**src/rtl/ecc_mem_scrubber.sv**
```systemverilog
// Background SECDED scrubber: walks every word, rewrites single-bit
// errors with the corrected codeword, logs uncorrectable ones.
module ecc_mem_scrubber #(
  parameter int ADDR_W = 6,
  parameter int DEPTH  = 64,
  parameter int CNT_W  = 16
) (
  input  logic              clk,
  input  logic              rst,
  input  logic              start,
  output logic              mem_req,
  input  logic              mem_gnt,
  output logic              mem_we,
  output logic [ADDR_W-1:0] mem_addr,
  output logic [38:0]       mem_wdata,
  input  logic [38:0]       mem_rdata,
  output logic              busy,
  output logic              done,
  output logic              err_valid,
  output logic              err_type,
  output logic [ADDR_W-1:0] err_addr,
  output logic [CNT_W-1:0]  corr_count,
  output logic [CNT_W-1:0]  uncorr_count
);

  localparam logic [2:0] S_IDLE    = 3'd0;
  localparam logic [2:0] S_RD_REQ  = 3'd1;
  localparam logic [2:0] S_RD_WAIT = 3'd2;
  localparam logic [2:0] S_CHECK   = 3'd3;
  localparam logic [2:0] S_WR_REQ  = 3'd4;
  localparam logic [2:0] S_NEXT    = 3'd5;
  localparam logic [2:0] S_DONE    = 3'd6;

  // Hamming position of data bit k (non-powers-of-two from 3 to 38)
  localparam logic [5:0] POS [32] = '{
    6'd3,  6'd5,  6'd6,  6'd7,  6'd9,  6'd10, 6'd11, 6'd12,
    6'd13, 6'd14, 6'd15, 6'd17, 6'd18, 6'd19, 6'd20, 6'd21,
    6'd22, 6'd23, 6'd24, 6'd25, 6'd26, 6'd27, 6'd28, 6'd29,
    6'd30, 6'd31, 6'd33, 6'd34, 6'd35, 6'd36, 6'd37, 6'd38
  };

  logic [2:0]        r_state;
  logic [ADDR_W-1:0] r_addr;
  logic [38:0]       r_word;
  logic [38:0]       r_wdata;
  logic [ADDR_W-1:0] r_err_addr;
  logic [CNT_W-1:0]  r_corr;
  logic [CNT_W-1:0]  r_uncorr;

  logic [5:0]  w_calc;
  logic [5:0]  w_syn;
  logic        w_pe;
  logic        w_single;
  logic        w_uncorr;
  logic        w_chk;
  logic [38:0] w_mask;

  always_comb begin
    w_calc = '0;
    for (int k = 0; k < 32; k++) begin
      if (r_word[k]) w_calc = w_calc ^ POS[k];
    end
  end

  assign w_syn = w_calc ^ r_word[37:32];
  assign w_pe  = ^r_word;

  // pe=1 with s<=38 names exactly one bit; everything else is uncorrectable
  assign w_single = w_pe && (w_syn <= 6'd38);
  assign w_uncorr = w_pe ? (w_syn > 6'd38) : (w_syn != 6'd0);

  always_comb begin
    w_mask = '0;
    if (w_syn == 6'd0) w_mask[38] = 1'b1;
    for (int i = 0; i < 6; i++) begin
      if (w_syn == (6'd1 << i)) w_mask[32+i] = 1'b1;
    end
    for (int k = 0; k < 32; k++) begin
      if (w_syn == POS[k]) w_mask[k] = 1'b1;
    end
  end

  always_ff @(posedge clk or posedge rst) begin
    if (rst) begin
      r_state    <= S_IDLE;
      r_addr     <= '0;
      r_word     <= '0;
      r_wdata    <= '0;
      r_err_addr <= '0;
      r_corr     <= '0;
      r_uncorr   <= '0;
    end else begin
      unique case (r_state)
        S_IDLE: begin
          if (start) begin
            r_corr   <= '0;
            r_uncorr <= '0;
            r_addr   <= '0;
            r_state  <= S_RD_REQ;
          end
        end
        S_RD_REQ: begin
          if (mem_gnt) r_state <= S_RD_WAIT;
        end
        S_RD_WAIT: begin
          r_word  <= mem_rdata;
          r_state <= S_CHECK;
        end
        S_CHECK: begin
          if (w_single) begin
            r_wdata    <= r_word ^ w_mask;
            r_err_addr <= r_addr;
            if (r_corr != '1) r_corr <= r_corr + 1'b1;
            r_state    <= S_WR_REQ;
          end else if (w_uncorr) begin
            r_err_addr <= r_addr;
            if (r_uncorr != '1) r_uncorr <= r_uncorr + 1'b1;
            r_state    <= S_NEXT;
          end else begin
            r_state <= S_NEXT;
          end
        end
        S_WR_REQ: begin
          if (mem_gnt) r_state <= S_NEXT;
        end
        S_NEXT: begin
          if (r_addr == ADDR_W'(DEPTH - 1)) begin
            r_state <= S_DONE;
          end else begin
            r_addr  <= r_addr + 1'b1;
            r_state <= S_RD_REQ;
          end
        end
        S_DONE: r_state <= S_IDLE;
        default: r_state <= S_IDLE;
      endcase
    end
  end

  assign w_chk = (r_state == S_CHECK);

  assign mem_req      = (r_state == S_RD_REQ) || (r_state == S_WR_REQ);
  assign mem_we       = (r_state == S_WR_REQ);
  assign mem_addr     = r_addr;
  assign mem_wdata    = r_wdata;
  assign busy         = (r_state != S_IDLE);
  assign done         = (r_state == S_DONE);
  assign err_valid    = w_chk && (w_single || w_uncorr);
  assign err_type     = w_chk && w_uncorr;
  assign err_addr     = err_valid ? r_addr : r_err_addr;
  assign corr_count   = r_corr;
  assign uncorr_count = r_uncorr;

endmodule

```
**config.mk**
```make
export PLATFORM = sky130hd
export DESIGN_NAME = ecc_mem_scrubber
export DESIGN_NICKNAME = d
export VERILOG_FILES = /design/src/rtl/ecc_mem_scrubber.sv
export SDC_FILE = /design/constraint.sdc
export NUM_CORES = 1
export LEC_CHECK = 0
export BUFFER_PORTS_ARGS = -buffer_cell sky130_fd_sc_hd__buf_2
export CAP_MARGIN = 40
export CORE_MARGIN = 2
export CORE_UTILIZATION = 30
export DETAILED_ROUTE_END_ITERATION = 8
export PLACE_DENSITY = 0.53
export SLEW_MARGIN = 20
export SYNTH_ARGS = -nofsm -noshare
export SYNTH_HDL_FRONTEND = slang
export SYNTH_SLANG_ARGS = --single-unit
```
**constraint.sdc**
```tcl
create_clock -name clk -period 8.6 [get_ports clk]
set_clock_uncertainty 0.2 [all_clocks]
set_input_delay 1.72 -clock clk [delete_from_list [all_inputs] [get_ports clk]]
set_output_delay 1.72 -clock clk [all_outputs]
set_load 0.01 [all_outputs]
```
Word-level counts from Yosys, hierarchy flattened

Index checks and enable logic that the tools add are counted.

Register bits: 125
Input port bits: 43
Output and inout bits: 89
Logic and storage cells: 212

Add/subtract/negate cells: 3
$lt $le $gt $ge: 2
Equal/unequal tests: 56
Muxes and demuxes: 92
Bitwise gates (word level): 33
Reductions and logical operators: 19

Operators by type and width:

| cell                                          | number |
|---|---|
| == test 6 x 5 -> 1 bit, second input constant | 16 |
| 2-to-1 mux 16 bit                             | 6 |
| 2-to-1 mux 5 bit                              | 15 |
| 2-to-1 mux 6 bit                              | 11 |
| case mux 16 bit (2 select lines)              | 2 |
| == test 6 x 4 -> 1 bit, second input constant | 8 |
| == test 6 bit, second input constant          | 8 |
| 2-to-1 mux 1 bit                              | 41 |
| NOT 3 bit                                     | 13 |
| XOR reduction 39 bit                          | 1 |
| XOR 39 bit                                    | 1 |
| adder 16 x 1 -> 16 bit, second input constant | 2 |
| inequality test 16 bit, second input constant | 2 |
| 2-to-1 mux 4 bit                              | 7 |
| == test 6 x 3 -> 1 bit, second input constant | 4 |
| NOT 2 bit                                     | 12 |
| 2-to-1 mux 3 bit                              | 7 |
| NOT 4 bit                                     | 5 |
| case mux 3 bit (6 select lines)               | 1 |
| inequality test 2 bit, second input constant  | 7 |
| == test 6 x 2 -> 1 bit, second input constant | 2 |
| case mux 6 bit (2 select lines)               | 1 |
| == test 3 bit, second input constant          | 3 |
| adder 6 x 1 -> 6 bit, second input constant   | 1 |
| other kinds (20)                              | 29 |

Logic depth before layout (Yosys ltp)

Depth in word-level cells: 69
Mapped depth: 11
Gate-level depth less buffers: 8

Worst setup path after synthesis

Ideal clock, no wire load.

Path kind: register to output
From: register r_word[27]
To: output port err_addr[0]
Arrival time: 2.623 ns
Data required time: 6.680 ns
Slack: 4.057 ns
Cell stages (with the launch flop): 10
Buffers on the path: 1
Cells stage by stage: dfrtp_1 -> xor3_1 -> xnor3_2 -> xor3_1 -> xor3_1 -> o31ai_1 -> buf_4 -> inv_1 -> nand2_1 -> nand2_1

Cells in the longest elaborated chain, start to end: 15
Elaborated cells between the ends (all ways): 19
Those cells by class: order compare (2); mux (7); bitwise (5); reduce/logical (5)

Ends and longest elaborated chain:

| item                                                         | line   | source |
|---|---|---|
| start: declaration                                           | 44     | `logic [38:0] r_word;` |
| start signal: assignment                                     | 106    | `r_word <= mem_rdata;` |
| 2-to-1 mux 6 bit                                             | 61     | `if (r_word[k]) w_calc = w_calc ^ POS[k];` |
| NOT 3 bit (no line)                                          | n/a    |  |
| 2-to-1 mux 6 bit                                             | 61     |  |
| NOT 2 bit (no line)                                          | n/a    |  |
| 2-to-1 mux 6 bit                                             | 61     |  |
| NOT 3 bit (no line)                                          | n/a    |  |
| 2-to-1 mux 6 bit                                             | 61     |  |
| NOT 3 bit (no line)                                          | n/a    |  |
| 2-to-1 mux 6 bit                                             | 61     |  |
| XOR 6 bit                                                    | 65     | `assign w_syn = w_calc ^ r_word[37:32];` |
| > comparator 6 bit (tied with other cells)                   | 70     | `assign w_uncorr = w_pe ? (w_syn > 6'd38) : (w_syn != 6'd0);` |
| 2-to-1 mux 1 bit / logical AND 1 bit (equally long branches) | 70, 69 |  |
| logical OR 1 bit (*)                                         | 148    | `assign err_valid = w_chk && (w_single \|\| w_uncorr);` |
| logical AND 1 bit (*)                                        | 148    |  |
| net err_valid                                                | 19     | `output logic err_valid,` |
| 2-to-1 mux 6 bit (*)                                         | 150    | `assign err_addr = err_valid ? r_addr : r_err_addr;` |
| end: declaration                                             | 21     | `output logic [ADDR_W-1:0] err_addr,` |

The timed path passes the listed nets; every way through them passes the cells marked *.

Worst setup path after layout

From: register r_word[27]
To: output port err_addr[5]

Cells in the longest elaborated chain, start to end: 15
Elaborated cells between the ends (all ways): 19
Those cells by class: order compare (2); mux (7); bitwise (5); reduce/logical (5)

Ends and longest elaborated chain:

| item                                                         | line |
|---|---|
| 2-to-1 mux 6 bit                                             | 61 |
| NOT 3 bit (no line)                                          | n/a |
| 2-to-1 mux 6 bit                                             | 61 |
| NOT 2 bit (no line)                                          | n/a |
| 2-to-1 mux 6 bit                                             | 61 |
| NOT 3 bit (no line)                                          | n/a |
| 2-to-1 mux 6 bit                                             | 61 |
| NOT 3 bit (no line)                                          | n/a |
| 2-to-1 mux 6 bit                                             | 61 |
| XOR 6 bit                                                    | 65 |
| > comparator 6 bit (tied with other cells)                   | 70 |
| 2-to-1 mux 1 bit / logical AND 1 bit (equally long branches) | 70, 69 |
| logical OR 1 bit (*)                                         | 148 |
| logical AND 1 bit (*)                                        | 148 |
| 2-to-1 mux 6 bit (*)                                         | 150 |

Every way passes the cells marked *; elsewhere a longest branch is shown, timed or not.

==> impl_metrics.tcl <==
set metrics [dict create \
    outcome "complete, no violations" \
    synth_compound_gate_area_share_pct 7.99 \
    synthCells 642 \
    synth_top_family_by_area "XOR/XNOR gates" \
    row_count 54 \
    clock_path_buffers 2 \
    synthAdderAreaFrac_pct 0.556 \
    worstReg2RegStart "r_word[27]" \
    cts_buffers 17 \
    hold_viol 0 \
    yosys_warnings 0 \
    synthArstFlopShare_pct 100 \
    core-area_sq_um 22000 \
    initial_core_util_pct 30.7 \
    synthesis.nets 688 \
    hold_path_end "r_err_addr[5]" \
    slew_viol_final 0 \
    cts-root-buf "clkbuf_16" \
    holdBufCountCts 0 \
    num-fill-cells 2163 \
    clock-sinks 125 \
    post_cts_buffers 0 \
    viasPerCell 4.77 \
    antenna_left 0 \
    finalWeightedCongestion 0.800 \
    cts_tree "yes" \
    cp_max_fo 11 \
    clk_pin_slew_ns 0.06 \
    hold_start "r_err_addr[5]" \
    endpoint_kind "output pin" \
    wl_per_cell_um 16.7 \
    crit_path_frequent_cell "xor3_1" \
    reg2reg_depth 8 \
    maxCapViolCount 0 \
    worstSetupPathType "reg -> out" \
    dieArea_sq_um 23700 \
    holdPathStages 2 \
    critical-path-max-stage-delay_ns 0.51 \
    clock.fmax_ghz 0.190 \
    ys_seq_area_share_pct 46.4 \
    finalSetupViolations 0 \
    clk_latency_ns 0.42 \
    ios 132 \
    area_delta_synth_final_pct 23.3 \
    first_pass_iters 4 \
    drt-initial-drc-count 241 \
    synthMuxAreaShare_pct 7.27 \
    synth_area_sq_um 6750 \
    worstPathRequired_ns 6.68 \
    synth_edf_count 0 \
    die_y_um 154 \
    r2r-end "corr_count[11]" \
    grt_max_degree 79 \
    path_cells "xor3_1 -> xnor3_2 -> xor3_1 -> xor3_1 -> o31ai_1 -> buf_4 -> inv_1 -> nand2_1 -> nand2_1 -> buf_2" \
    placement.io_buffers 131 \
    reg2reg_slack_ns 4.66 \
    grt.overflow.total 0 \
    synth_xor_area_share_pct 19.3 \
    postSynthAreaPerCell_sq_um 10.5 \
    tightest_slew_ns 0.830 \
    drt-total-wl_um 17800 \
    drive_gt1_share_pct 27.8 \
    antenna_found_initial 0 \
    slowest_stage "xnor3_2" \
    dp_hpwl_um 13000 \
    worstHoldPathType "reg -> reg" \
    rsz0062_at_grt "false" \
    setup_tns_ns 0 \
    synthSimpleGateAreaFrac_pct 16.2 \
    cpLargestDelayFamily "XOR/XNOR gates" \
    h-tree-depth 4 \
    seq_area_sq_um 3130 \
    drc 0 \
    grt.total_usage_pct 15.5 \
    layout.nets 817 \
    vias 5072 \
    grt_pass1_vias 5084 \
    post-route-min-period_ns 5.25 \
    multi_input_area_sq_um 3480 \
    grt_pass1_wl_um 28400 \
    die_x_um 154 \
    diodes 0 \
    yosysUniqueCellTypes 48 \
    fin_crit_sh_pct 61.1 \
    synth_flop_cell "dfrtp_1" \
    cp_num_buf_inv 3 \
    synth.ff_latch_count 125 \
    relSlewSlack_pct 44.6 \
    ctsResizeCount 0 \
    worstSetupStartpointType "flop" \
    crit_arrival_ns 3.33 \
]
worst max-delay path by stage:
stage,startpoint,to,slack (ns),cells past startpoint
floorplan,rst,corr_count[0],3.35,1
global placement,r_word[27],err_addr[5],3.83,10
detailed placement,r_word[27],err_addr[5],3.78,10
CTS,r_word[27],err_addr[5],3.30,10
global route,r_word[17],err_addr[5],3.13,10
finish,r_word[27],err_addr[5],3.35,10
sequential cells by signal, summed over array words and instances (netlist names):
| signal | cells |
|---|---|
| r_err_addr | 6 |
| mem_addr | 6 |
| r_state | 3 |
| corr_count | 16 |
| r_word | 39 |
| uncorr_count | 16 |
| mem_wdata | 39 |
final cells by class:
type | count | share of cell area (%)
sequential | 125 | 37.6
clock inverter | 10 | 1.37
clock buffer | 22 | 5.70
timing repair buffer | 137 | 8.75
tap | 280 | 4.21
inverter | 12 | 0.571
multi-input combinational | 478 | 41.8
synthesized netlist by cell type (all sizes together), types with 7 or more instances:
master | n | area share (%)
nand3 | 10 | 0.74
or3 | 11 | 1.0
dfrtp | 125 | 46
o31ai | 7 | 0.85
xnor3 | 21 | 7.0
xnor2 | 31 | 4.0
clkbuf | 24 | 1.3
nand4 | 9 | 0.83
a21oi | 54 | 4.0
o21ai | 21 | 1.6
nand2 | 84 | 4.7
inv | 12 | 0.67
nor2 | 72 | 4.0
xor3 | 8 | 2.8
mux2 | 40 | 6.7
xor2 | 42 | 5.5
kinds of logic after synthesis:
kind of cell    after synthesis
buf+inv                      39
flops                       125
fa+ha+maj                     3
xor+xnor                    102
mux                          44
compound gates               96
simple gates                233
cell usage in the layout, fill, tap and decap left out, drive strengths merged, types with 3 or more instances in the layout:
master and instances:
o31ai 7, nor2 72, mux2i 4, clkinvlp 4, nand2b 6, xor2 42, nor4 5, and2 6
xor3 8, nor3 6, or3 11, xnor2 31, clkbuf 22, buf 137, o211ai 3, inv 12
a21oi 54, nand2 84, and3 6, ha 3, o21ai 21, xnor3 21, o22ai 3, mux2 40
or4 3, nand3 10, dfrtp 125, clkinv 4, nor2b 4, nand4 9
metal layers:
| metal | track usage, % | part of all wire, % | wire length (um) |
|---|---|---|---|
| met1 | 22.1 | 50 | 8820 |
| met2 | 23.2 | 45 | 8000 |
| met3 | 3.38 | 3.8 | 672 |
| met4 | 5.34 | 1.7 | 303 |
| met5 | 0 | 0 | 0 |
per-stage QoR:
step	utilization (%)	cells	setup slack (ns)	area [sq um]	hold slack, ns
after floorplan	-	642	3.35	6750	0.302
after global placement	35.0	1030	3.83	7690	0.261
after detailed placement	35.2	1032	3.78	7730	0.256
after CTS	37.9	1064	3.30	8320	0.271
after global routing	37.9	1064	3.13	8320	0.307
final	37.9	1064	3.35	8320	0.270
worst register-to-register path, cell delays in order, from the launching register on:
cell and delay [ns]:
dfrtp_1 0.40, xor3_1 0.41, xnor3_2 0.51, xor3_1 0.43, xnor3_1 0.28, o31ai_2 0.56
nand4_1 0.45, o311ai_0 0.42, o41ai_1 0.14
Power is not shown: default switching activity piles up to over one toggle a cycle in this logic, so the estimate is an artifact.
